File: src/rtl/fnd_scan_controller.sv
// Multiplexed 7-segment driver: sequential double-dabble binary-to-BCD conversion,
// display register, prescaled digit scan, leading-zero blanking, DP and overflow dash.
module fnd_scan_controller #(
    parameter int unsigned CLK_HZ  = 100_000_000,
    parameter int unsigned SCAN_HZ = 1_000,
    parameter int unsigned DIGITS  = 4,
    parameter int unsigned VALUE_W = 14,
    parameter bit          SEG_AL  = 1'b1,
    parameter bit          SEL_AL  = 1'b1
) (
    input  logic               clk,
    input  logic               reset,
    input  logic [VALUE_W-1:0] value,
    input  logic               load,
    input  logic               blank_lz,
    input  logic [DIGITS-1:0]  dp_mask,
    output logic               busy,
    output logic               overflow,
    output logic [DIGITS-1:0]  fndselect,
    output logic [7:0]         fndfont
);

    localparam int unsigned PRESC = (SCAN_HZ == 0) ? 0 : CLK_HZ / SCAN_HZ;
    localparam int unsigned PW    = (PRESC > 2) ? $clog2(PRESC) : 1;
    localparam int unsigned IDX_W = (DIGITS > 1) ? $clog2(DIGITS) : 1;
    localparam int unsigned CW    = (VALUE_W > 1) ? $clog2(VALUE_W) : 1;
    localparam int unsigned BCD_W = 4 * DIGITS + 4;

    if (DIGITS < 1 || DIGITS > 8 || VALUE_W < 1 || VALUE_W > 27 || PRESC < 2) begin : g_param_check
        $error("fnd_scan_controller: illegal parameter set");
    end

    typedef enum logic [1:0] {
        S_IDLE,
        S_SHIFT,
        S_COMMIT
    } state_e;

    state_e              state_q, state_d;
    logic [CW-1:0]       cnt_q, cnt_d;
    logic [VALUE_W-1:0]  bin_q, bin_d;
    logic [BCD_W-1:0]    bcd_q, bcd_d, bcd_adj;
    logic                sticky_q, sticky_d;
    logic [4*DIGITS-1:0] disp_q, disp_d;
    logic                ovf_q, ovf_d;
    logic [PW-1:0]       presc_q, presc_d;
    logic [IDX_W-1:0]    idx_q, idx_d;
    logic [DIGITS-1:0]   sel_q, sel_d;
    logic [7:0]          font_q, font_d;
    logic                tick;
    logic [DIGITS-1:0]   lz;
    logic [3:0]          nib;
    logic [6:0]          seg;
    logic                blank;

    function automatic logic [BCD_W-1:0] dabble(input logic [BCD_W-1:0] b);
        logic [BCD_W-1:0] r;
        r = b;
        for (int unsigned i = 0; i < BCD_W / 4; i++) begin
            if (r[4*i +: 4] >= 4'd5) r[4*i +: 4] = r[4*i +: 4] + 4'd3;
        end
        return r;
    endfunction

    always_ff @(posedge clk or negedge reset) begin
        if (!reset) state_q <= S_IDLE;
        else        state_q <= state_d;
    end

    always_comb begin
        state_d = state_q;
        case (state_q)
            S_IDLE:   if (load) state_d = S_SHIFT;
            S_SHIFT:  if (cnt_q == CW'(VALUE_W - 1)) state_d = S_COMMIT;
            S_COMMIT: state_d = S_IDLE;
            default:  state_d = S_IDLE;
        endcase
    end

    always_comb begin
        busy = (state_q != S_IDLE);
    end

    // Bits carried out of the top nibble set a sticky flag, so values far beyond
    // the register width still flag overflow instead of wrapping to a small count.
    always_comb begin
        cnt_d    = cnt_q;
        bin_d    = bin_q;
        bcd_d    = bcd_q;
        sticky_d = sticky_q;
        disp_d   = disp_q;
        ovf_d    = ovf_q;
        bcd_adj  = dabble(bcd_q);
        case (state_q)
            S_IDLE: begin
                if (load) begin
                    bin_d    = value;
                    bcd_d    = '0;
                    sticky_d = 1'b0;
                    cnt_d    = '0;
                end
            end
            S_SHIFT: begin
                bcd_d    = {bcd_adj[BCD_W-2:0], bin_q[VALUE_W-1]};
                bin_d    = bin_q << 1;
                sticky_d = sticky_q | bcd_adj[BCD_W-1];
                cnt_d    = cnt_q + 1'b1;
            end
            S_COMMIT: begin
                disp_d = bcd_q[4*DIGITS-1:0];
                ovf_d  = sticky_q | (bcd_q[BCD_W-1 -: 4] != 4'd0);
            end
            default: ;
        endcase
    end

    always_ff @(posedge clk or negedge reset) begin
        if (!reset) begin
            cnt_q    <= '0;
            bin_q    <= '0;
            bcd_q    <= '0;
            sticky_q <= 1'b0;
            disp_q   <= '0;
            ovf_q    <= 1'b0;
        end else begin
            cnt_q    <= cnt_d;
            bin_q    <= bin_d;
            bcd_q    <= bcd_d;
            sticky_q <= sticky_d;
            disp_q   <= disp_d;
            ovf_q    <= ovf_d;
        end
    end

    always_comb begin
        tick    = (presc_q == PW'(PRESC - 1));
        presc_d = tick ? '0 : presc_q + 1'b1;
        idx_d   = idx_q;
        if (tick) idx_d = (idx_q == IDX_W'(DIGITS - 1)) ? '0 : idx_q + 1'b1;
    end

    always_comb begin
        for (int unsigned i = 0; i < DIGITS; i++) begin
            lz[i] = ((disp_q >> (4 * i)) == '0);
        end
        nib   = disp_q[{idx_q, 2'b00} +: 4];
        blank = blank_lz && (idx_q != '0) && lz[idx_q];
        case (nib)
            4'd0:    seg = 7'h3F;
            4'd1:    seg = 7'h06;
            4'd2:    seg = 7'h5B;
            4'd3:    seg = 7'h4F;
            4'd4:    seg = 7'h66;
            4'd5:    seg = 7'h6D;
            4'd6:    seg = 7'h7D;
            4'd7:    seg = 7'h07;
            4'd8:    seg = 7'h7F;
            4'd9:    seg = 7'h6F;
            default: seg = 7'h00;
        endcase
        if (ovf_q)      seg = 7'h40;
        else if (blank) seg = 7'h00;
        font_d = {dp_mask[idx_q], seg};
        if (SEG_AL) font_d = ~font_d;
        sel_d = '0;
        sel_d[idx_q] = 1'b1;
        if (SEL_AL) sel_d = ~sel_d;
    end

    always_ff @(posedge clk or negedge reset) begin
        if (!reset) begin
            presc_q <= '0;
            idx_q   <= '0;
            sel_q   <= SEL_AL ? '1 : '0;
            font_q  <= SEG_AL ? 8'hFF : 8'h00;
        end else begin
            presc_q <= presc_d;
            idx_q   <= idx_d;
            sel_q   <= sel_d;
            font_q  <= font_d;
        end
    end

    assign overflow  = ovf_q;
    assign fndselect = sel_q;
    assign fndfont   = font_q;

endmodule

File: config.mk
export PLATFORM = sky130hd
export DESIGN_NAME = fnd_scan_controller
export DESIGN_NICKNAME = d
export VERILOG_FILES = /design/src/rtl/fnd_scan_controller.sv
export SDC_FILE = /design/constraint.sdc
export NUM_CORES = 1
export LEC_CHECK = 0
export CAP_MARGIN = 5
export CORE_UTILIZATION = 65
export DETAILED_ROUTE_END_ITERATION = 8
export DONT_BUFFER_PORTS = 1
export HOLD_SLACK_MARGIN = 0.1
export PLACE_DENSITY = 0.84
export SLEW_MARGIN = 20
export SYNTH_ARGS = -nofsm -noshare
export SYNTH_HDL_FRONTEND = slang
export SYNTH_SLANG_ARGS = --single-unit
File: constraint.sdc
create_clock -name clk -period 3.35 [get_ports clk]
set_clock_uncertainty 0.05 [all_clocks]
set_input_delay 1.005 -clock clk [delete_from_list [all_inputs] [get_ports clk]]
set_output_delay 1.005 -clock clk [all_outputs]
set_load 0.1 [all_outputs]
==> results of run 1 <==
==> state kept, by name, summed over array words and instances (netlist names), 4 cells and up <==
signal and flops:
cnt_q 4, presc_q 17, bin_q 14, fndfont 8
bcd_q 20, disp_q 16, fndselect 4
==> cell usage after synthesis, types with 2 or more instances <==
library cell and n:
dfrtp_1 77, o21ai_0 47, mux2_2 13, clkbuf_1 12, buf_2 2, and2_1 2, mux4_1 3, nand3_1 17
nor4b_1 2, nor3_1 10, and3_1 2, xor2_1 10, inv_1 28, mux4_2 2, ha_1 22, o31ai_1 6
a22oi_1 13, nor2_1 16, o21ai_1 4, nor2b_1 5, o21bai_1 3, nand2b_1 6, a21oi_1 11, nand2_1 53
dfstp_2 12, nor4_1 5, xnor2_1 13, and4_1 3
==> worst max-delay path by stage <==
| stage | slack [ns] | endpoint | depth (start not counted) |
|---|---|---|---|
| 4_1_cts | 0.61 | busy | 1 |
| 3_3_place_gp | 1.04 | busy | 1 |
| 2_1_floorplan | 1.03 | busy | 3 |
| 5_1_grt | 0.54 | busy | 1 |
| 6_report | 0.61 | busy | 1 |
| 3_5_place_dp | 1.00 | busy | 1 |
==> power groups by stage <==
stage | logic (uW) | clock network (uW) | registers [uW]
floorplan | 1160 | 0 | 1810
global placement | 1280 | 0 | 1900
detailed placement | 1350 | 0 | 1930
CTS | 1360 | 713 | 1910
global route | 1530 | 757 | 1960
finish | 1350 | 701 | 1910
==> cells by family after synthesis <==
group	Yosys count	share of synthesized area, %
and+or+nand+nor	129	14.27
buffers and inverters	45	4.330
DFF	89	51.05
adders and majority gates	22	6.268
AOI/OAI and AO/OA	94	12.85
xor gates and xnor gates	23	4.587
muxes	20	6.638
==> area by class of cell <==
class                      instances  area [sq um]  area share, %
timing repair buffer               2         15.01         0.3253
tap                               77         96.34          2.087
sequential                        89          2242          48.58
clock buffer                      11         151.4          3.280
inverter                          29         108.9          2.358
multi-input combinational        288          1963          42.53
clock inverter                     5         38.79         0.8403
==> through the flow <==
step	hold WS (ns)	utilization, %	cell area [sq um]
5_1_grt	0.2591	71.87	4616
3_5_place_dp	0.4183	68.91	4425
4_1_cts	0.2665	71.87	4616
6_report	0.2837	71.87	4616
3_3_place_gp	0.4158	68.91	4425
2_1_floorplan	0.3976	-	4392
==> per-layer routing <==
layer | up-vias | GRT usage (%)
li1 | 1456 | -
met1 | 1511 | 32.13
met2 | 73 | 39.05
met3 | 15 | 4.326
met4 | 0 | 10.50
met5 | - | 0
==> qor.yml, run 1 <==
run_status:
  status: "finished with violations"
  violations: "design-rule violations"
placed_design:
  place_inst: 485
  pre_cts_slack_ns: 1.003
  port_buffers: 0
  hpwl_microns: 5314
  place_congestion: 0.7930
cts:
  cts_made_buffers: 9
  cts.sinks: 89
  cts_tree: "built"
  hold_buffers: 0
  cts_setup_buffers: 0
  clockBufferDepth: 2
  clockRootBuffer: "clkbuf_8"
  clkLatencyLatePin_ns: 0.36
  cts.clk_slew.worst_paths_ns: 0.09
  post_cts_resize_count: 0
  cts-htree-levels: 3
timing:
  tns_ns: 0
  fmax_mhz: 365.4
  hold_viol: 0
  finalSetupViolCount: 0
  min_period_ns: 2.737
  finalCritPeriodShare_pct: 81.70
  worst_slack_ns: 0.6131
  grt_setup_unrepaired: "false"
  slew_viol_final: 0
  tightest_slew_ns: 1.012
  max-slew-margin-rel_pct: 32.54
critical_path:
  worst_setup_path_start_kind: "register"
  cp_slowest_cell: "dfrtp_1"
  cpLargestDelayFamily: "flip-flops"
  end_kind: "output pin"
  crit_type: "reg2out"
  r2r_start: "idx_q[0]"
  crit_chain: "or2_2"
  rr_endpoint: "fndfont[2]"
  cp_num_buf_inv: 0
  worst-endpoint-arrival_ns: 1.68
  critPathLaunch: "state_q[0]"
  reg2regPathDepth: 4
  path_max_fanout: 20
  reg2reg_slack_ns: 1.20
  critical_path_required_ns: 2.29
  critPathMaxStageDelay_ns: 0.76
yosys:
  synthesis.area_sq_mm: 0.004392
  synth.area.top_cells: "dfrtp_1 44%, dfstp_2 7.2%, ha_1 6.3%, o21ai_0 5.4%, nand2_1 4.5%"
  synth_top_cell_by_area: "dfrtp_1"
  synth_flop_cell: "dfrtp_1"
  yosysWarnings: 0
  synth-edff-count: 0
  synthCells: 422
  yosysTopAreaCellShare_pct: 43.87
  synth-async-reset-ratio_pct: 100.0
  syn_avg_cell_area_sq_um: 10.41
  yosysSeqAreaShare_pct: 51.05
  synth.net_count: 466
  synthDistinctLibCells: 51
  synth-seq-cells: 89
power_and_ir_drop:
  clkPwrFrac_pct: 17.7
  power.leakage_uw: 0.002060
  p_sw_share_pct: 41.31
  pwr-share-comb_pct: 34.1
  peakVddDrop_v: 0.0005426
  power_uw: 3967
  power.density_mw_per_mm2: 859.5
  netSwitchingPower_uw: 1639
  p_int_uw: 2329
  seqPwrFrac_pct: 48.3
layout:
  fin_nets: 463
  num-fill-cells: 457
  fin_cells: 501
  area_growth_pct: 5.100
  antennaDiodeCount: 0
  drive_above_1_share_pct: 12.26
  mostFrequentLayoutCells: "77 x dfrtp_1, 53 x nand2_1, 47 x o21ai_0, 28 x inv_1, 22 x ha_1"
  mostFrequentLayoutCell: "dfrtp_1"
min_path:
  hp-class: "in2async"
floorplan:
  die_w_microns: 84.20
  die_h_microns: 84.20
  initial_utilization_pct: 68.38
  dieArea_sq_mm: 0.007089
  ios: 36
  core_sq_mm: 0.006422
  num_rows: 29
drt:
  wl_per_cell_microns: 15.53
  vias: 3055
  drt-initial-drc-count: 222
  highest-signal-layer: "met4"
  drc: 10
  first_pass_iters: 6
  ant_nets: 0
  wl_met1_microns: 3477
  routed_wl_microns: 7780
  route.met2.wl_microns: 3868
  vias_per_cell: 6.098
  route.met3.wl_microns: 295
global_routing:
  first_global_vias: 2914
  grt_overflow: 0
  grt_max_degree: 90
  grtUsageTotal_pct: 24.06
  grt_pass1_wl_microns: 13540
  antenna_found_initial: 0
job:
  drv_cap: 0
No activity file was read; power rests on OpenSTA's default activity.
==> run 2: changes to the inputs <==
CORE_UTILIZATION = 57   (was 65)
PLACE_DENSITY = 0.78   (was 0.84)
clock period = 2.3 ns   (was 3.35 ns; I/O delays follow)
==> run 2 against run 1 <==
  * The flow finishes with violations (negative hold slack)
  * Wire length grew 3.0%
  * Worst hold slack got worse by 0.32 ns
  * Global-route usage shrank 2.4 points
  * Via count down 0.72%
  * Cell count increased by 5.6%
==> qor.yml, run 2 (synthesis results as in run 1) <==
power_and_ir_drop:
  peakVddDrop_v: 0.0009852  # was 0.0005426 V
  power.leakage_uw: 0.002112  # was 0.002060 uW
  power.density_mw_per_mm2: 1272  # was 859.5 mW/mm^2
  power_uw: 6029  # was 3967 uW
timing:
  max-slew-margin-rel_pct: 40.88  # was 32.54%
  hold_viol: 77  # was 0
  grt_setup_unrepaired: "false"  # unchanged
  tightest_slew_ns: 0.8868  # was 1.012 ns
  tns_ns: 0  # unchanged
  finalSetupViolCount: 0  # unchanged
  min_period_ns: 2.140
  slew_viol_final: 0  # unchanged
  finalCritPeriodShare_pct: 93.05
  fmax_mhz: 467.3
  fin_hold_ws_ns: -0.03444  # was 0.2837 ns
global_routing:
  grtUsageTotal_pct: 21.70  # was 24.06%
  grt_max_degree: 90  # unchanged
  first_global_vias: 3145  # was 2914
  antenna_found_initial: 0  # unchanged
  grt_pass1_wl_microns: 14080  # was 13540 microns
  grt_overflow: 0  # unchanged
run_status:
  violations: "negative hold slack"  # was design-rule violations
  status: "finished with violations"  # unchanged
layout:
  largest-register: "bcd_q"  # unchanged
  antennaDiodeCount: 0  # unchanged
  area_growth_pct: 7.892  # was 5.100%
  mostFrequentLayoutCell: "dfrtp_1"  # unchanged
  drive_above_1_share_pct: 13.49  # was 12.26%
  seqCellArea_sq_mm: 0.002242  # unchanged
  fin_cells: 529  # was 501
  largest_reg_flops: 20  # unchanged
  num-fill-cells: 553  # was 457
  multiInputGateArea_sq_mm: 0.001963  # unchanged
  postLayoutCellArea_sq_mm: 0.004738  # was 0.004616 sq mm
  reg_top3: "bcd_q x20, presc_q x17, disp_q x16"  # unchanged
  fin_nets: 469  # was 463
  mostFrequentLayoutCells: "77 x dfrtp_1, 53 x nand2_1, 47 x o21ai_0, 28 x inv_1, 22 x ha_1"  # unchanged
  utilization_pct: 64.64  # was 71.87%
critical_path:
  worst-endpoint-arrival_ns: 1.40  # was 1.68 ns
  end_kind: "output pin"  # unchanged
  reg2reg_slack_ns: 0.29  # was 1.20 ns
  path_max_fanout: 11  # was 20
  crit_type: "reg2out"  # unchanged
  critical_path_required_ns: 1.56  # was 2.29 ns
  worst_setup_path_start_kind: "register"  # unchanged
drt:
  highest-signal-layer: "met4"  # unchanged
  drt-initial-drc-count: 252  # was 222
  drc: 0  # was 10
  wl_per_cell_microns: 15.15  # was 15.53 microns
  first_pass_iters: 5  # was 6
  routed_wl_microns: 8015  # was 7780 microns
  vias_per_cell: 5.733  # was 6.098
  route.met3.wl_microns: 298  # was 295 microns
  wl_met1_microns: 3565  # was 3477 microns
  vias: 3033  # was 3055
  route.met2.wl_microns: 3988  # was 3868 microns
  ant_nets: 0  # unchanged
floorplan:
  initial_utilization_pct: 59.91  # was 68.38%
  num_rows: 31  # was 29
  die_h_microns: 89.78  # was 84.20 microns
  ios: 36  # unchanged
  dieArea_sq_mm: 0.008060  # was 0.007089 sq mm
  core_sq_mm: 0.007331  # was 0.006422 sq mm
  die_w_microns: 89.78  # was 84.20 microns
cts:
  clockRootBuffer: "clkbuf_8"  # unchanged
  cts-htree-levels: 3  # unchanged
  cts_tree: "built"  # unchanged
  cts.clk_slew.worst_paths_ns: 0.09  # about the same
  clkLatencyLatePin_ns: 0.36  # about the same
  cts_made_buffers: 9  # unchanged
  clockBufferDepth: 2  # unchanged
  cts.sinks: 89  # unchanged
placed_design:
  hpwl_microns: 5498  # was 5314 microns
  place_inst: 513  # was 485
  dpl_cell_area_sq_mm: 0.004511  # was 0.004425 sq mm
  port_buffers: 0  # unchanged
  place_congestion: 0.8234  # was 0.7930
job:
  drv_cap: 0  # unchanged
min_path:
  hp-class: "in2async"  # unchanged
run 2: changes by cell type in the layout (fill, tap and decap cells not counted), sizes merged:
cell    before  now
buf          2    8
clkbuf      11   10
bufinv       0    2
clkinv       3    2
run 2: worst max-delay path: stages, from the launching register on:
cell     delay, ns
dfrtp_1       0.50
or2_2         0.37
buf_12        0.18
run 2: report_power, final:
group	switching (uW)	internal, uW
sequential	679	2070
combinational	1170	917
clock	553	645
run 2: per-layer routing:
metal,vias up,global-route usage (%)
met5,-,0
met4,0,8.743
met3,18,4.569
met2,74,36.73
met1,1474,27.21
li1,1467,-
run 2: path summary, 6_finish.rpt:
kind / start / cells after the start / to
setup / recovery: state_q[1] / 2 / busy
hold / removal: reset / 0 / disp_q[6]
setup reg to reg: idx_q[0] / 4 / fndfont[3]
hold reg to reg: bin_q[5] / 2 / bin_q[5]
max in group asynchronous: reset / 0 / fndselect[2]
min in group clk: bin_q[5] / 2 / bin_q[5]
run 2: repair_timing:
action	CTS	global route
endpoints found under the hold margin	77	83
gates resized for setup	0	0
setup buffers	0	0
run 2: cell type report:
cell class                      instances  share of cell area (%)
Clock buffer                           10                   2.905
Inverter                               29                   2.297
Multi-Input combinational cell        288                   41.43
Tap cell                               99                   2.614
Clock inverter                          6                   1.901
Timing Repair Buffer                    8                   1.532
Sequential cell                        89                   47.32
run 2: per-stage QoR:
stage	worst slack, ns	hold WS [ns]
floorplan	0.2997	0.3444
detailed placement	0.3016	0.3465
global route	0.1103	-0.05797
finish	0.1599	-0.03444
global placement	0.3616	0.3464
CTS	0.1554	-0.04271
==> run 3: changes to the inputs <==
CTS_CLUSTER_SIZE = 24   (was default)
PLACE_DENSITY = 0.75   (was 0.78)
==> run 3 against run 2 <==
  * Largest cell class unchanged
  * The run still ends with negative hold slack left
  * Worst hold slack got worse by 0.0056 ns
  * Clock-buffer cell count rose by 1
  * Highest routed layer unchanged
  * Utilization fell by 0.20 points
  * Sequential cell count did not move
  * Global-route usage rose by 0.12 points
  * Clock power fell by 10%
  * Critical endpoint unchanged
  * Via count rose by 1.8%
  * Sequential power barely moved
  * Largest power group unchanged
==> qor.yml, run 3 (synthesis results as in run 1) <==
global_routing:
  use_met3_pct: 3.469  # was 4.569%
  use_met1_pct: 28.15  # was 27.21%
  grtUsageTotal_pct: 21.82  # was 21.70%
  gr-max-usage-layer: "met2"  # unchanged
  first_global_vias: 3087  # was 3145
  grt_max_degree: 90  # unchanged
  grt_pass1_wl_microns: 14170  # was 14080 microns
  met2_usage_pct: 36.35  # was 36.73%
  grt_overflow: 0  # unchanged
  antenna_found_initial: 0  # unchanged
critical_path:
  worst-endpoint-arrival_ns: 1.41  # was 1.40 ns
  rr_endpoint: "fndfont[1]"  # was fndfont[3]
  r2r_start: "idx_q[0]"  # unchanged
  cpLargestDelayFamily: "flip-flops"  # unchanged
  reg2regPathDepth: 7  # was 4
  critPathMaxStageDelay_ns: 0.51  # was 0.50 ns
  reg2reg_slack_ns: 0.33  # was 0.29 ns
  path_max_fanout: 10  # was 11
  cp_slowest_cell: "dfrtp_1"  # unchanged
  crit_chain: "or2_2 > buf_12"  # unchanged
  end_kind: "output pin"  # unchanged
  crit_type: "reg2out"  # unchanged
  critical_path_required_ns: 1.56  # about the same
  cp_num_buf_inv: 1  # unchanged
  worst_setup_path_start_kind: "register"  # unchanged
placed_design:
  hpwl_microns: 5549  # was 5498 microns
  place_congestion: 0.8671  # was 0.8234
  port_buffers: 0  # unchanged
timing:
  slew_viol_final: 0  # unchanged
  finalCritPeriodShare_pct: 93.32  # was 93.05%
  grt_setup_unrepaired: "false"  # unchanged
  fmax_mhz: 465.9  # was 467.3 MHz
  finalSetupViolCount: 0  # unchanged
  tns_ns: 0  # unchanged
  fin_hold_ws_ns: -0.04009  # was -0.03444 ns
  hold_viol: 77  # unchanged
  max-slew-margin-rel_pct: 41.08  # was 40.88%
  min_period_ns: 2.146  # was 2.140 ns
  tightest_slew_ns: 0.8838  # was 0.8868 ns
drt:
  vias: 3088  # was 3033
  ant_nets: 0  # unchanged
  vias_per_cell: 5.815  # was 5.733
  wl_per_cell_microns: 15.28  # was 15.15 microns
  first_pass_iters: 4  # was 5
  drc: 0  # unchanged
  routed_wl_microns: 8112  # was 8015 microns
  drt-initial-drc-count: 148  # was 252
layout:
  drive_above_1_share_pct: 13.66  # was 13.49%
  num-fill-cells: 577  # was 553
  largest_reg_flops: 20  # unchanged
  mostFrequentLayoutCells: "77 x dfrtp_1, 53 x nand2_1, 47 x o21ai_0, 28 x inv_1, 22 x ha_1"  # unchanged
  antennaDiodeCount: 0  # unchanged
  area_growth_pct: 7.550  # was 7.892%
  reg_top3: "bcd_q x20, presc_q x17, disp_q x16"  # unchanged
  fin_nets: 471  # was 469
  mostFrequentLayoutCell: "dfrtp_1"  # unchanged
  largest-register: "bcd_q"  # unchanged
cts:
  cts.sinks: 89  # unchanged
  cts-htree-levels: 3  # unchanged
  clkLatencyLatePin_ns: 0.36  # about the same
  post_cts_resize_count: 0  # unchanged
  cts_tree: "built"  # unchanged
  cts.clk_slew.worst_paths_ns: 0.09  # about the same
  cts_made_buffers: 9  # unchanged
  clockRootBuffer: "clkbuf_8"  # unchanged
  clockBufferDepth: 2  # unchanged
power_and_ir_drop:
  peakVddDrop_v: 0.0008014  # was 0.0009852 V
  power.density_mw_per_mm2: 1249  # was 1272 mW/mm^2
  power.leakage_uw: 0.002109  # was 0.002112 uW
  power_uw: 5900  # was 6029 uW
floorplan:
  initial_utilization_pct: 59.91  # unchanged
  ios: 36  # unchanged
  dieArea_sq_mm: 0.008060  # unchanged
  die_h_microns: 89.78  # unchanged
  num_rows: 31  # unchanged
  die_w_microns: 89.78  # unchanged
  core_sq_mm: 0.007331  # unchanged
job:
  drv_cap: 0  # unchanged
run_status:
  violations: "negative hold slack"  # unchanged
  status: "finished with violations"  # unchanged
min_path:
  hp-class: "in2async"  # unchanged
[run 3: cell count changes in the layout (fill, tap and decap cells not counted)]
cell	delta
clkinv_2	+1
bufinv_16	-1
buf_4	+2
clkbuf_1	+1
inv_6	-1
[run 3: area by class of cell]
| class | instances | area (sq um) | area share [%] |
|---|---|---|---|
| inverter | 29 | 108.9 | 2.305 |
| sequential | 89 | 2242 | 47.47 |
| timing repair buffer | 10 | 87.58 | 1.854 |
| clock buffer | 11 | 141.4 | 2.993 |
| multi-input combinational | 288 | 1963 | 41.56 |
| tap | 99 | 123.9 | 2.623 |
| clock inverter | 5 | 56.30 | 1.192 |
[run 3: how the worst max path moves through the flow]
stage          startpoint    endpoint  slack (ns)  depth (start not counted)
2_1_floorplan  state_q[0]        busy        0.30                          3
3_3_place_gp     idx_q[0]  fndfont[5]        0.49                          5
3_5_place_dp     idx_q[0]  fndfont[1]        0.34                          7
4_1_cts        state_q[0]        busy        0.14                          2
5_1_grt        state_q[0]        busy        0.09                          2
6_report       state_q[0]        busy        0.15                          2
[run 3: power by group]
group	leakage (uW)	total, uW	switching [uW]	internal [uW]
sequential	0.00113	2760	691	2070
combinational	0.000879	2060	1130	934
clock	0.0000993	1080	550	531
[run 3: worst reg2reg max path, stage by stage (launching register included)]
cell and delay, ns:
dfrtp_1 0.44, buf_4 0.20, inv_1 0.08, ha_1 0.22, nor4_1 0.35, nand3b_1 0.13, a211o_2 0.34, o211ai_1 0.10
[run 3: repair_timing]
item | 4_1_cts | 5_1_grt
setup endpoints to repair | 0 | 0
endpoints found under the hold margin | 77 | 78
setup buffers | 0 | 0
[run 3: per-layer routing]
layer,routed length (microns),up-vias
met5,0,-
met4,125,0
met3,350,9
met2,4029,77
met1,3606,1529
li1,-,1473
[run 3: through the flow]
stage	instance area (sq um)	setup slack (ns)	util (%)	std cells	hold slack [ns]
final	4723	0.1536	64.43	531	-0.04009
after CTS	4723	0.1404	64.43	531	-0.05439
after global placement	4526	0.4885	61.73	515	0.3465
after detailed placement	4526	0.3351	61.73	515	0.3464
after floorplan	4392	0.2997	-	422	0.3444
after global routing	4723	0.09418	64.43	531	-0.06445
==> edit 1: new RTL, config.mk and constraints of run 3 <==
`SCAN_HZ`: 1_000 -> 250.
--- a/src/rtl/fnd_scan_controller.sv
+++ b/src/rtl/fnd_scan_controller.sv
@@ -3,5 +3,5 @@
 module fnd_scan_controller #(
     parameter int unsigned CLK_HZ  = 100_000_000,
-    parameter int unsigned SCAN_HZ = 1_000,
+    parameter int unsigned SCAN_HZ = 250,
     parameter int unsigned DIGITS  = 4,
     parameter int unsigned VALUE_W = 14,
Function: no difference found for any inputs over 10 cycles, from zero or initial values and one cycle with reset low; that may be too few to reach the edited logic, so the function may still have changed.
==> edit 1 against run 3 <==
The run still ends with negative hold slack left. Hold slack got worse by 0.0027 ns. Synthesized area grew 0.63%. Final area rose by 0.48%. Setup slack better by 0.066 ns. Sequential cell count up 2. Total power fell by 3.2%. Critical path depth decreased by 1. Wire length is 0.12% higher.
==> edit 1: results (changes against run 3) <==
Yosys
  • Post-synthesis xor/xnor area fraction: 5.15% (+0.57 points)
  • Part of the Yosys area used for sequential elements: 51.9% (+0.81 points)
  • Post-Synth Adder-Cell Area: 6.23% (-0.039 points)
  • Avg Cell Area, Syn: 10.6 um^2 (+2.1%)
  • Synth Area in Compound Gates: 11.4% (-1.4 points)
  • Synth top area cells: dfrtp_1, dfstp_2, ha_1
  • Post-synth top cells: dfrtp_1, nor2_1, o21ai_0

Setup path
  • FF-to-FF End: fndfont[5]
  • Critical path peak fanout: 5 (-5)
  • Reg2reg path depth: 6 (-1)
  • Critical path's top delay family: simple AND/OR/NAND/NOR gates

Power
  • Pleak: 0.00206 uW (-2.2%)
  • Max IR drop VDD: 0.000878 V (+9.5%)
  • P_sw: 2220 uW (-6.4%)

Cells and area
  • Largest regs: bcd_q: 20 flops, presc_q: 19 flops, disp_q: 16 flops
  • Non-Filler Instances: 522 (-1.7%)
  • Nets: 462 (-1.9%)

Global route
  • First-pass GRT wire length: 14200 um (+0.15%)
  • Vias in the first global route: 3186 (+3.2%)

Status
  • Outcome: complete, but fails checks
  • Failing checks: negative hold slack

STA
  • Hold WS: -0.0427 ns (-0.00266 ns)
  • Final Hold Vio Count: 79 (+2.6%)
  • Slew margin rel.: 36.7% (-4.4 points)

Routing
  • Via count: 3050 (-1.2%)
  • Wire per inst: 15.6 um (+1.8%)
  • Initial DRC count: 198 (+34%)

Placement
  • Placement Setup Slack: 0.243 ns (-0.0920 ns)
  • DP Cell Count: 506 (-1.7%)
[edit 1: cell count changes in the layout (fill, tap and decap cells not counted), moves of 7 or more]
cell and delta:
nand2_1 -38, nor2_1 +23, nand3_1 +17, a22oi_1 -13
o21ai_0 -12, o22ai_1 +12, nor3_1 -8, o31ai_1 +7
[edit 1: power by group through the flow]
stage	clock, uW	combinational [uW]	sequential [uW]
5_1_grt	1230	2160	2710
2_1_floorplan	0	1540	2570
4_1_cts	1180	1930	2650
3_5_place_dp	0	1900	2680
6_report	1150	1910	2650
3_3_place_gp	0	1790	2650
[edit 1: metal layers]
metal,vias to the layer above,track usage [%],wire length (um)
li1,1472,-,-
met1,1499,26.6,3620
met2,61,37.1,4000
met3,18,5.33,351
met4,0,8.87,146
met5,-,0,0
[edit 1: final cells by class]
cell class                 instances  area (um^2)
clock inverter                     6         81.3
timing repair buffer               9         67.6
inverter                          28          105
clock buffer                      10          128
multi-input combinational        279         1950
tap                               99          124
fill                             583         2620
sequential                        91         2290
==> edit 2: new RTL, settings of run 3 <==
Without the edit above. Reset style: synchronous (`reset`), changed in 3 clocked blocks.
--- a/src/rtl/fnd_scan_controller.sv
+++ b/src/rtl/fnd_scan_controller.sv
@@ -63,5 +63,5 @@
     endfunction
 
-    always_ff @(posedge clk or negedge reset) begin
+    always_ff @(posedge clk) begin
         if (!reset) state_q <= S_IDLE;
         else        state_q <= state_d;
@@ -115,5 +115,5 @@
     end
 
-    always_ff @(posedge clk or negedge reset) begin
+    always_ff @(posedge clk) begin
         if (!reset) begin
             cnt_q    <= '0;
@@ -168,5 +168,5 @@
     end
 
-    always_ff @(posedge clk or negedge reset) begin
+    always_ff @(posedge clk) begin
         if (!reset) begin
             presc_q <= '0;
Behaviour: differs if reset is asserted again (counterexample within 4 cycles, from zero or initial values and one cycle with reset low); with reset held inactive, the same outputs for 10 cycles.
==> edit 2 against run 3 <==
Synthesized area shrank 1.3%. Fmax shrank 1.4%. Count of clock-buffer cells in the layout shrank 1. Wire length shrank 2.5%. Sequential cell count is the same. Setup slack lost 0.030 ns. Core utilization shrank 0.14 points. Final area shrank 0.74%. Critical path depth shrank 2.
Power is not compared: it rests on default switching activity, and its combinational part moved more than twofold at a synthesized area within 25%.
==> edit 2: results (changes against run 3) <==
Setup path
  • Reg2reg path depth: 5 (-2)
  • Reg2reg start: state_q[1]
  • Setup crit start: overflow
  • Critical path peak fanout: 4 (-6)
  • Crit path to: overflow
  • R2r setup slk: 0.37 ns (+0.04 ns)

Routing
  • Drt pass-1 iters: 4 (unchanged)
  • Initial DRC count: 179 (+21%)
  • Via count: 3331 (+7.9%)

Global route
  • Tot GR Track Use: 21.8% (-0.046 points)
  • Largest net degree at the start of global routing: 70 (-22%)
  • First-pass GRT wire length: 13600 um (-4.2%)

Placement
  • Gpl congestion: 0.820 (-5.4%)
  • DP Wirelength: 5480 um (-1.2%)
  • Placement Setup Slack: 0.356 ns (+0.0213 ns)

Yosys
  • Synth Area in Compound Gates: 16.3% (+3.4 points)
  • Yosys cell types: 47 (-7.8%)
  • Part of the Yosys area used for sequential elements: 41.1% (-10 points)
  • Post-Synth Adder-Cell Area: 6.35% (+0.080 points)
  • Synth top area cells: dfxtp_1, ha_1, nand2_1
  • Post-synthesis xor/xnor area fraction: 4.85% (+0.26 points)
  • Asr flop ratio synth: 0% (-100 points)
  • Post-synth top cells: dfxtp_1, nand2_1, nor2_1

Cells and area
  • Nets: 540 (+15%)

Power
  • P_sw: 746 uW
  • Pleak: 0.00177 uW

STA
  • Slew margin rel.: 25.8% (-15 points)
  • Fin crit share: 94.6% (+1.3 points)

Clock tree
  • Clock-pin slew on the worst setup and hold paths: 0.10 ns

Hold path
  • Hold Path Class: in2reg

Status
  • Outcome: completed
## edit 2: cell types whose count changed after synthesis, sizes merged, moves of 8 or more
cell    delta
dfstp     -12
a21oi     +16
dfrtp     -77
mux2       -9
a21boi    +23
o21ai     -32
dfxtp     +89
nor2b     +23
nor2      +20
o221a     +13
inv        -8
## edit 2: cell families (layout without fill, tap and decap cells)
| kind of cell | count (synthesis) | in the layout |
|---|---|---|
| compound gates | 102 | 102 |
| mux | 12 | 12 |
| buf+inv | 49 | 58 |
| xor+xnor | 24 | 24 |
| flops | 89 | 89 |
| simple gates | 194 | 194 |
| fa+ha+maj | 22 | 22 |
## edit 2: metrics by stage
step           hold WS [ns]  cells
4_1_cts               0.335    600
3_5_place_dp          0.411    584
6_report              0.351    600
5_1_grt               0.335    600
2_1_floorplan         0.395    492
3_3_place_gp          0.410    584
## edit 2: power by group through the flow
stage / clock [uW] / sequential, uW / combinational [uW]
3_3_place_gp: 0 / 1640 / 220
5_1_grt: 1100 / 1610 / 244
3_5_place_dp: 0 / 1640 / 224
2_1_floorplan: 0 / 1690 / 142
6_report: 1010 / 1600 / 222
4_1_cts: 1040 / 1600 / 224
## edit 2: cell type report
cell class,count,area (um^2)
multi-input combinational,354,2350
clock buffer,10,138
clock inverter,6,50.0
fill,647,2600
timing repair buffer,21,170
inverter,21,78.8
sequential,89,1780
tap,99,124
## edit 2: routing by layer
layer	part of all wire, %	GRT usage [%]
met4	1.7	8.51
met3	3.0	3.69
met1	47	26.5
met2	49	38.4
met5	0	0
## edit 2: how the worst min path moves through the flow
stage / endpoint / slack, ns / cells after the start
after global routing: fndselect[2] / 0.34 / 1
after floorplan: disp_q[11] / 0.39 / 2
after detailed placement: disp_q[1] / 0.41 / 2
after global placement: disp_q[9] / 0.41 / 2
final: fndfont[6] / 0.35 / 1
after CTS: fndfont[6] / 0.34 / 1
